File: config.mk
export PLATFORM = sky130hd
export DESIGN_NAME = load_store_unit
export DESIGN_NICKNAME = d
export VERILOG_FILES = /design/src/rtl/load_store_unit.sv
export SDC_FILE = /design/constraint.sdc
export NUM_CORES = 1
export LEC_CHECK = 0
export BUFFER_PORTS_ARGS = -buffer_cell sky130_fd_sc_hd__clkbuf_2
export CORE_MARGIN = 2
export CORE_UTILIZATION = 50
export CTS_CLUSTER_SIZE = 16
export DETAILED_ROUTE_END_ITERATION = 7
export GPL_TIMING_DRIVEN = 0
export PLACE_DENSITY = 0.75
export SETUP_SLACK_MARGIN = 0.3
export SLEW_MARGIN = 15
export SYNTH_ARGS = -nofsm -noshare
export SYNTH_HDL_FRONTEND = slang
export SYNTH_SLANG_ARGS = --single-unit
File: constraint.sdc
create_clock -name clk -period 2 [get_ports clk]
set_input_delay 0.2 -clock clk [delete_from_list [all_inputs] [get_ports clk]]
set_output_delay 0.2 -clock clk [all_outputs]
set_load 0.1 [all_outputs]
File: src/rtl/load_store_unit.sv
`default_nettype none
// ----------------------------------------------------------------------------
// load_store_unit : RISC-V byte/half/word load-store engine with wait states,
// split misaligned accesses and bus timeout.                        Rev 1.0
// ----------------------------------------------------------------------------
module load_store_unit #(
   parameter int ADDR_WIDTH     = 16,
   parameter bit MISALIGNED_EN  = 1'b1,
   parameter int TIMEOUT_CYCLES = 255
) (
   input  logic                  clk,
   input  logic                  reset_n,
   input  logic                  req_valid,
   output logic                  req_ready,
   input  logic                  req_write,
   input  logic [1:0]            req_size,
   input  logic                  req_unsigned,
   input  logic [ADDR_WIDTH-1:0] req_address,
   input  logic [31:0]           req_data,
   output logic                  resp_valid,
   output logic [31:0]           resp_data,
   output logic                  resp_error,
   output logic                  bus_enable,
   output logic                  bus_write_enable,
   output logic [ADDR_WIDTH-1:0] bus_address,
   output logic [31:0]           bus_write_data,
   output logic [3:0]            bus_write_mask,
   input  logic [31:0]           bus_read_data,
   input  logic                  bus_data_ready
);

   localparam logic [2:0] S_IDLE     = 3'd0;
   localparam logic [2:0] S_ACCESS_0 = 3'd1;
   localparam logic [2:0] S_GAP      = 3'd2;
   localparam logic [2:0] S_ACCESS_1 = 3'd3;
   localparam logic [2:0] S_RESPOND  = 3'd4;

   localparam int              TW     = (TIMEOUT_CYCLES > 1) ? $clog2(TIMEOUT_CYCLES) : 1;
   localparam logic [TW-1:0]   T_LAST = TW'(TIMEOUT_CYCLES - 1);

   logic [2:0]            state;
   logic                  wr;
   logic [1:0]            size;
   logic                  uns;
   logic [ADDR_WIDTH-1:0] addr;
   logic [31:0]           data;
   logic                  split;
   logic                  err;
   logic [TW-1:0]         timer;
   logic [31:0]           word0;
   logic [31:0]           word1;

   logic       req_misaligned;
   logic       req_reject;
   logic       timeout;
   logic       in_access;
   logic [1:0] off;
   logic [7:0] lane_base;
   logic [7:0] lane_pair;
   logic [31:0] rep;
   logic [31:0] wdata;
   logic [31:0] shifted;
   logic [31:0] load_ext;
   logic [ADDR_WIDTH-1:0] word_addr;

   assign req_misaligned = ((req_size == 2'd1) && (req_address[1:0] == 2'd3)) ||
                           ((req_size == 2'd2) && (req_address[1:0] != 2'd0));
   assign req_reject     = (req_size == 2'd3) || (req_misaligned && (MISALIGNED_EN == 1'b0));
   assign timeout        = (TIMEOUT_CYCLES != 0) && (timer == T_LAST);

   assign off       = addr[1:0];
   assign word_addr = {addr[ADDR_WIDTH-1:2], 2'b00};

   // Lane enables across the word pair: low nibble for half 0, high nibble for half 1
   always_comb begin
      case (size)
         2'd0:    lane_base = 8'h01;
         2'd1:    lane_base = 8'h03;
         default: lane_base = 8'h0f;
      endcase
      lane_pair = lane_base << off;
   end

   // Replicated data rotated within one word serves both halves of a split store
   always_comb begin
      case (size)
         2'd0:    rep = {4{data[7:0]}};
         2'd1:    rep = {2{data[15:0]}};
         default: rep = data;
      endcase
      case (off)
         2'd0:    wdata = rep;
         2'd1:    wdata = {rep[23:0], rep[31:24]};
         2'd2:    wdata = {rep[15:0], rep[31:16]};
         default: wdata = {rep[7:0],  rep[31:8]};
      endcase
   end

   always_comb begin
      shifted = 32'({word1, word0} >> {off, 3'b000});
      case (size)
         2'd0:    load_ext = uns ? {24'h0, shifted[7:0]}  : {{24{shifted[7]}},  shifted[7:0]};
         2'd1:    load_ext = uns ? {16'h0, shifted[15:0]} : {{16{shifted[15]}}, shifted[15:0]};
         default: load_ext = shifted;
      endcase
   end

   always_ff @(posedge clk or negedge reset_n) begin
      if (!reset_n) begin
         state <= S_IDLE;
         wr    <= 1'b0;
         size  <= 2'd0;
         uns   <= 1'b0;
         addr  <= '0;
         data  <= 32'h0;
         split <= 1'b0;
         err   <= 1'b0;
         timer <= '0;
         word0 <= 32'h0;
         word1 <= 32'h0;
      end else begin
         case (state)
            S_IDLE: begin
               if (req_valid) begin
                  wr    <= req_write;
                  size  <= req_size;
                  uns   <= req_unsigned;
                  addr  <= req_address;
                  data  <= req_data;
                  split <= req_misaligned;
                  err   <= req_reject;
                  timer <= '0;
                  word0 <= 32'h0;
                  word1 <= 32'h0;
                  state <= req_reject ? S_RESPOND : S_ACCESS_0;
               end
            end
            S_ACCESS_0: begin
               if (bus_data_ready) begin
                  word0 <= bus_read_data;
                  timer <= '0;
                  state <= split ? S_GAP : S_RESPOND;
               end else if (timeout) begin
                  err   <= 1'b1;
                  state <= S_RESPOND;
               end else begin
                  timer <= timer + 1'b1;
               end
            end
            S_GAP: state <= S_ACCESS_1;
            S_ACCESS_1: begin
               if (bus_data_ready) begin
                  word1 <= bus_read_data;
                  state <= S_RESPOND;
               end else if (timeout) begin
                  err   <= 1'b1;
                  state <= S_RESPOND;
               end else begin
                  timer <= timer + 1'b1;
               end
            end
            S_RESPOND: state <= S_IDLE;
            default:   state <= S_IDLE;
         endcase
      end
   end

   assign in_access        = (state == S_ACCESS_0) || (state == S_ACCESS_1);
   assign req_ready        = (state == S_IDLE);
   assign bus_enable       = in_access;
   assign bus_write_enable = in_access && wr;
   assign bus_address      = !in_access ? '0 :
                             ((state == S_ACCESS_1) ? word_addr + ADDR_WIDTH'(4) : word_addr);
   assign bus_write_data   = (in_access && wr) ? wdata : 32'h0;
   assign bus_write_mask   = !(in_access && wr) ? 4'hf :
                             ((state == S_ACCESS_1) ? ~lane_pair[7:4] : ~lane_pair[3:0]);
   assign resp_valid       = (state == S_RESPOND);
   assign resp_error       = resp_valid && err;
   assign resp_data        = (resp_valid && !err && !wr) ? load_ext : 32'h0;

endmodule
`default_nettype wire

==> results of run 1 <==
logic make-up after synthesis:
kind of cell / count (synthesis) / synth area share (%)
multiplexers: 110 / 19.5
buffers and inverters: 111 / 5.91
XOR/XNOR: 9 / 1.00
adder cells (fa/ha/maj): 3 / 0.477
flip-flops: 121 / 38.5
AO/OA/AOI/OAI: 235 / 18.4
AND/OR/NAND/NOR: 285 / 16.2
other: 1 / 0.0476
through the flow:
step / util (%) / cell area, um^2 / cells / setup WS [ns] / TNS (ns)
after floorplan: - / 8940 / 876 / -0.676 / -23.59
after global placement: 65.7 / 10100 / 1260 / -1.20 / -196.71
after CTS: 92.5 / 14200 / 1370 / -0.703 / -36.09
after detailed placement: 66.0 / 10100 / 1261 / -0.884 / -54.89
layer usage:
metal	overflow	track usage, %
met5	3	45.9
met4	236	107
met3	25	78.5
met2	586	116
met1	21	87.8
repair_timing:
action | in CTS
setup buffers | 51
cloned | 6
hold buffers | 20
pin swaps | 48
gates resized for setup | 536
endpoints found under the hold margin | 75
endpoints found under the setup margin | 203
==> flow_metrics.py, run 1 <==
metrics = {
    "run_status": {
        "status": "aborted with a tool error",
        "stop_stage": "global routing (5_1_grt)",
        "stop_error": "[ERROR GRT-0232] Routing congestion too high. Check the congestion heatmap in the GUI.",
    },
    "synth": {
        "synth_edf_count": 0,
        "synth_top_cell_by_area": "dfrtp_1",
        "synthCells": 875,
        "synth.yosys.seq_area_share_pct": 38.5,
        "synthArstFlopShare_pct": 100,
        "ys_ff_latch": 121,
        "synth_ff_type": "dfrtp_1",
        "synthTopCellsByCount": "182 x nand2_1, 121 x dfrtp_1, 103 x o21ai_0",
        "synth_cell_type_count": 62,
        "synth_top_area_share_pct": 38.5,
        "synth_warnings": 0,
        "avgSynthCellArea_um2": 8.99,
        "yosys.cell_count.top_type": "nand2_1",
        "synthTopCellsByArea": "dfrtp_1 38%, nand2_1 8.7%, mux4_2 8.3%",
        "syn_area_um2": 7870,
    },
    "clocking": {
        "clk_path_buf_depth": 2,
        "clock_tree.root_cell": "clkbuf_16",
        "cts_buffers": 17,
        "cts.sink_count": 121,
        "htree_levels": 4,
    },
    "die": {
        "rows": 45,
        "die_w_um": 129,
        "die_h_um": 129,
        "boundaryPins": 177,
        "start_util_pct": 51.4,
    },
    "timing": {
        "worst_path_end_type": "output port",
        "worst_endpoint": "resp_data[26]",
    },
    "global_route": {
        "track_usage_pct": 95.2,
        "grt_max_degree": 66,
        "grt-ovfl-total": 871,
    },
    "placed_design": {
        "gp_congestion": 0.956,
        "dp_hpwl_um": 19500,
        "port_buffers": 173,
    },
}
==> run 2: changes to the inputs <==
CORE_UTILIZATION = 40   (was 50)
CTS_CLUSTER_SIZE = unset   (was 16)
PLACE_DENSITY = unset   (was 0.75)
PLACE_DENSITY_LB_ADDON = 0.15   (was unset)
SETUP_SLACK_MARGIN = unset   (was 0.3)
clock period = 2.6 ns   (was 2 ns; I/O delays follow)
==> run 2 against run 1 <==
The flow now finishes, with violations (setup timing). Area after synthesis did not move. Synthesized cell count unchanged.
==> flow_metrics.py, run 2 <==
metrics = {
    "timing": {
        "finalSetupViolCount": 17,
        "timing.final.crit_share_pct": 105,
        "setup_tns_ns": -1.90,
        "tightest_slew_ns": 0.783,
        "max_freq_ghz": 0.365,
        "rsz0062_at_grt": "yes",
        "timing.final.ws_setup_ns": -0.141,
        "hold_viol_final": 0,
        "slew_violations": 0,
        "fin_skew_ns": 0.00542,
        "layout_min_cycle_time_ns": 2.74,
        "relSlewSlack_pct": 47.6,
    },
    "route": {
        "wire_per_inst_um": 21.1,
        "num_vias": 7936,
        "ant_nets": 0,
        "drt-pass1-iter-count": 7,
        "via_per_inst": 5.77,
        "wirelength_um": 29000,
        "drcViolationCount": 0,
        "drtIter0Drc": 734,
    },
    "pwr": {
        "powerDensity_nw_per_um2": 1470,
        "vdd_drop_max_v": 0.00154,
        "p_leak_uw": 0.00489,
    },
    "critical_path": {
        "crit_chain": "buf_6, nor3b_4, buf_6, nand2_8, or4_4, clkbuf_8, o21ai_2, clkbuf_16",
        "startpoint": "state[1]$_DFFE_PN0P_",
        "worst_ep_arrival_time_ns": 2.48,
        "r2r_setup_slack_ns": 0.15,
        "crit_fanout": 8,
        "crit_end": "resp_data[25]",
        "worstReg2RegEnd": "word1[21]$_DFFE_PN0P_",
        "path_common_cell": "buf_6",
        "slowest_delay_ns": 0.60,
        "worstPathRequired_ns": 2.34,
        "critPathKind": "register to output pin",
        "critPathLaunchType": "register",
        "endpoint_kind": "output pin",
        "reg2reg_depth": 7,
        "reg2reg_from": "state[2]$_DFFE_PN0P_",
        "crit_slowest_cell": "or4_4",
    },
    "run_status": {
        "violations": "setup timing",
        "status": "finished, violations left",
    },
    "placed_design": {
        "dp_slack_ns": -0.850,
        "placed_cells": 1315,
        "port_buffers": 173,
        "gp_congestion": 0.924,
        "place_area_um2": 9640,
        "dp_hpwl_um": 19700,
    },
    "die": {
        "rows": 51,
        "die-area_um2": 20800,
        "boundaryPins": 177,
        "die_h_um": 144,
        "die_w_um": 144,
        "coreArea_um2": 19400,
        "start_util_pct": 40.6,
    },
    "clocking": {
        "clk_path_buf_depth": 2,
        "path_clk_slew_ns": 0.06,
        "htree_levels": 4,
        "clkLatencyLatePin_ns": 0.43,
        "cts_buffers": 17,
        "clock_tree.root_cell": "clkbuf_16",
        "cts.sink_count": 121,
        "cts_tree": "done",
    },
    "synth": {
        "synth_top_area_share_pct": 38.5,
        "syn_area_um2": 7870,
        "synth_top_cell_by_area": "dfrtp_1",
        "synthArstFlopShare_pct": 100,
        "synth.yosys.seq_area_share_pct": 38.5,
        "ys_ff_latch": 121,
        "yosys.cell_count.top_type": "nand2_1",
        "synthCells": 875,
        "synthTopCellsByCount": "182 x nand2_1, 121 x dfrtp_1, 103 x o21ai_0",
        "avgSynthCellArea_um2": 8.99,
        "synth_edf_count": 0,
        "synth_cell_type_count": 62,
        "synth_warnings": 0,
        "synth_ff_type": "dfrtp_1",
        "synthTopCellsByArea": "dfrtp_1 38%, nand2_1 8.7%, mux4_2 8.3%",
    },
    "layout": {
        "area_growth_pct": 48.1,
        "final_cell_mix": "175 x nand2_1, 119 x dfrtp_1, 107 x clkbuf_2",
        "reg_top3": "data: 32 flops, word0: 32 flops, word1: 24 flops",
        "layout_commonest_cell": "nand2_1",
        "regArea_um2": 3030,
        "final_util_pct": 60.1,
        "drive_gt1_share_pct": 43.8,
        "postLayoutCellArea_um2": 11700,
        "multiInputGateArea_um2": 5080,
        "antennaDiodeCount": 0,
        "nets": 1189,
        "finalNonFillerCells": 1375,
        "fillCellCount": 1683,
    },
    "global_route": {
        "antenna_found_initial": 0,
        "grt_pass1_wl_um": 43800,
        "track_usage_pct": 28.1,
        "grt_max_degree": 90,
        "grt-ovfl-total": 0,
        "grt_pass1_vias": 7745,
    },
    "flow_run": {
        "maxCapViolations": 0,
    },
    "worst_hold_path": {
        "hp-class": "input port to register",
    },
}
## run 2: cell counts after synthesis
Identical to the previous run, type by type.
## run 2: final cells by class
class,count,share of cell area (%)
Multi-Input combinational cell,644,43.6
Sequential cell,121,26.0
Timing Repair Buffer,207,16.9
Buffer,72,4.46
Clock buffer,21,4.12
Tap cell,265,2.85
Inverter,35,1.23
Clock inverter,10,0.805
## run 2: power by group
part	switching [uW]	internal, uW
Sequential	939	2680
Clock	902	1410
Combinational	7310	3920
Total	9150	8010
## run 2: layer usage
layer  track usage (%)  part of all wire [%]
met5                 0                     0
met4              10.9                   2.6
met3              6.99                   8.7
met2              43.9                    47
met1              38.0                    42
## run 2: cell families after synthesis
logic type	after synthesis	share of synthesized area (%)
other cells	1	0.0476
flops	121	38.5
compound gates	235	18.4
xor+xnor	9	1.00
fa+ha+maj	3	0.477
buf+inv	111	5.91
mux	110	19.5
simple gates	285	16.2
## run 2: stage by stage
step / hold WS, ns / total power, uW
detailed placement: 0.188 / 13400
finish: 0.0481 / 17200
global placement: 0.458 / 13300
global route: 0.0611 / 18000
floorplan: -0.0356 / 11100
CTS: 0.0379 / 16700
## run 2: repair_timing
item | in CTS | in global routing
setup endpoints to repair | 126 | 74
gates resized for setup | 221 | 102
cloned | 1 | 0
endpoints found under the hold margin | 32 | 0
hold buffers | 1 | 0
setup buffers | 17 | 14
pin swaps | 10 | 8
## run 2: worst min-delay path by stage
| stage | startpoint | endpoint | slack, ns | depth (start not counted) |
|---|---|---|---|---|
| floorplan | reset_n | addr[0]$_DFFE_PN0P_ | -0.04 | 0 |
| global placement | word1[16]$_DFFE_PN0P_ | word1[16]$_DFFE_PN0P_ | 0.46 | 2 |
| detailed placement | reset_n | word0[5]$_DFFE_PN0P_ | 0.19 | 1 |
| CTS | req_data[31] | data[31]$_DFFE_PN0P_ | 0.04 | 3 |
| global route | req_data[2] | data[2]$_DFFE_PN0P_ | 0.06 | 2 |
| finish | req_data[31] | data[31]$_DFFE_PN0P_ | 0.05 | 3 |
## run 2: worst max-delay path, delay by kind of cell, from the launching register on
family          cells  cell delay [ns]
compound gates      1             0.08
flops               1             0.39
buf+inv             4             0.73
simple gates        3             0.86
(Power assumes the default switching activity.)
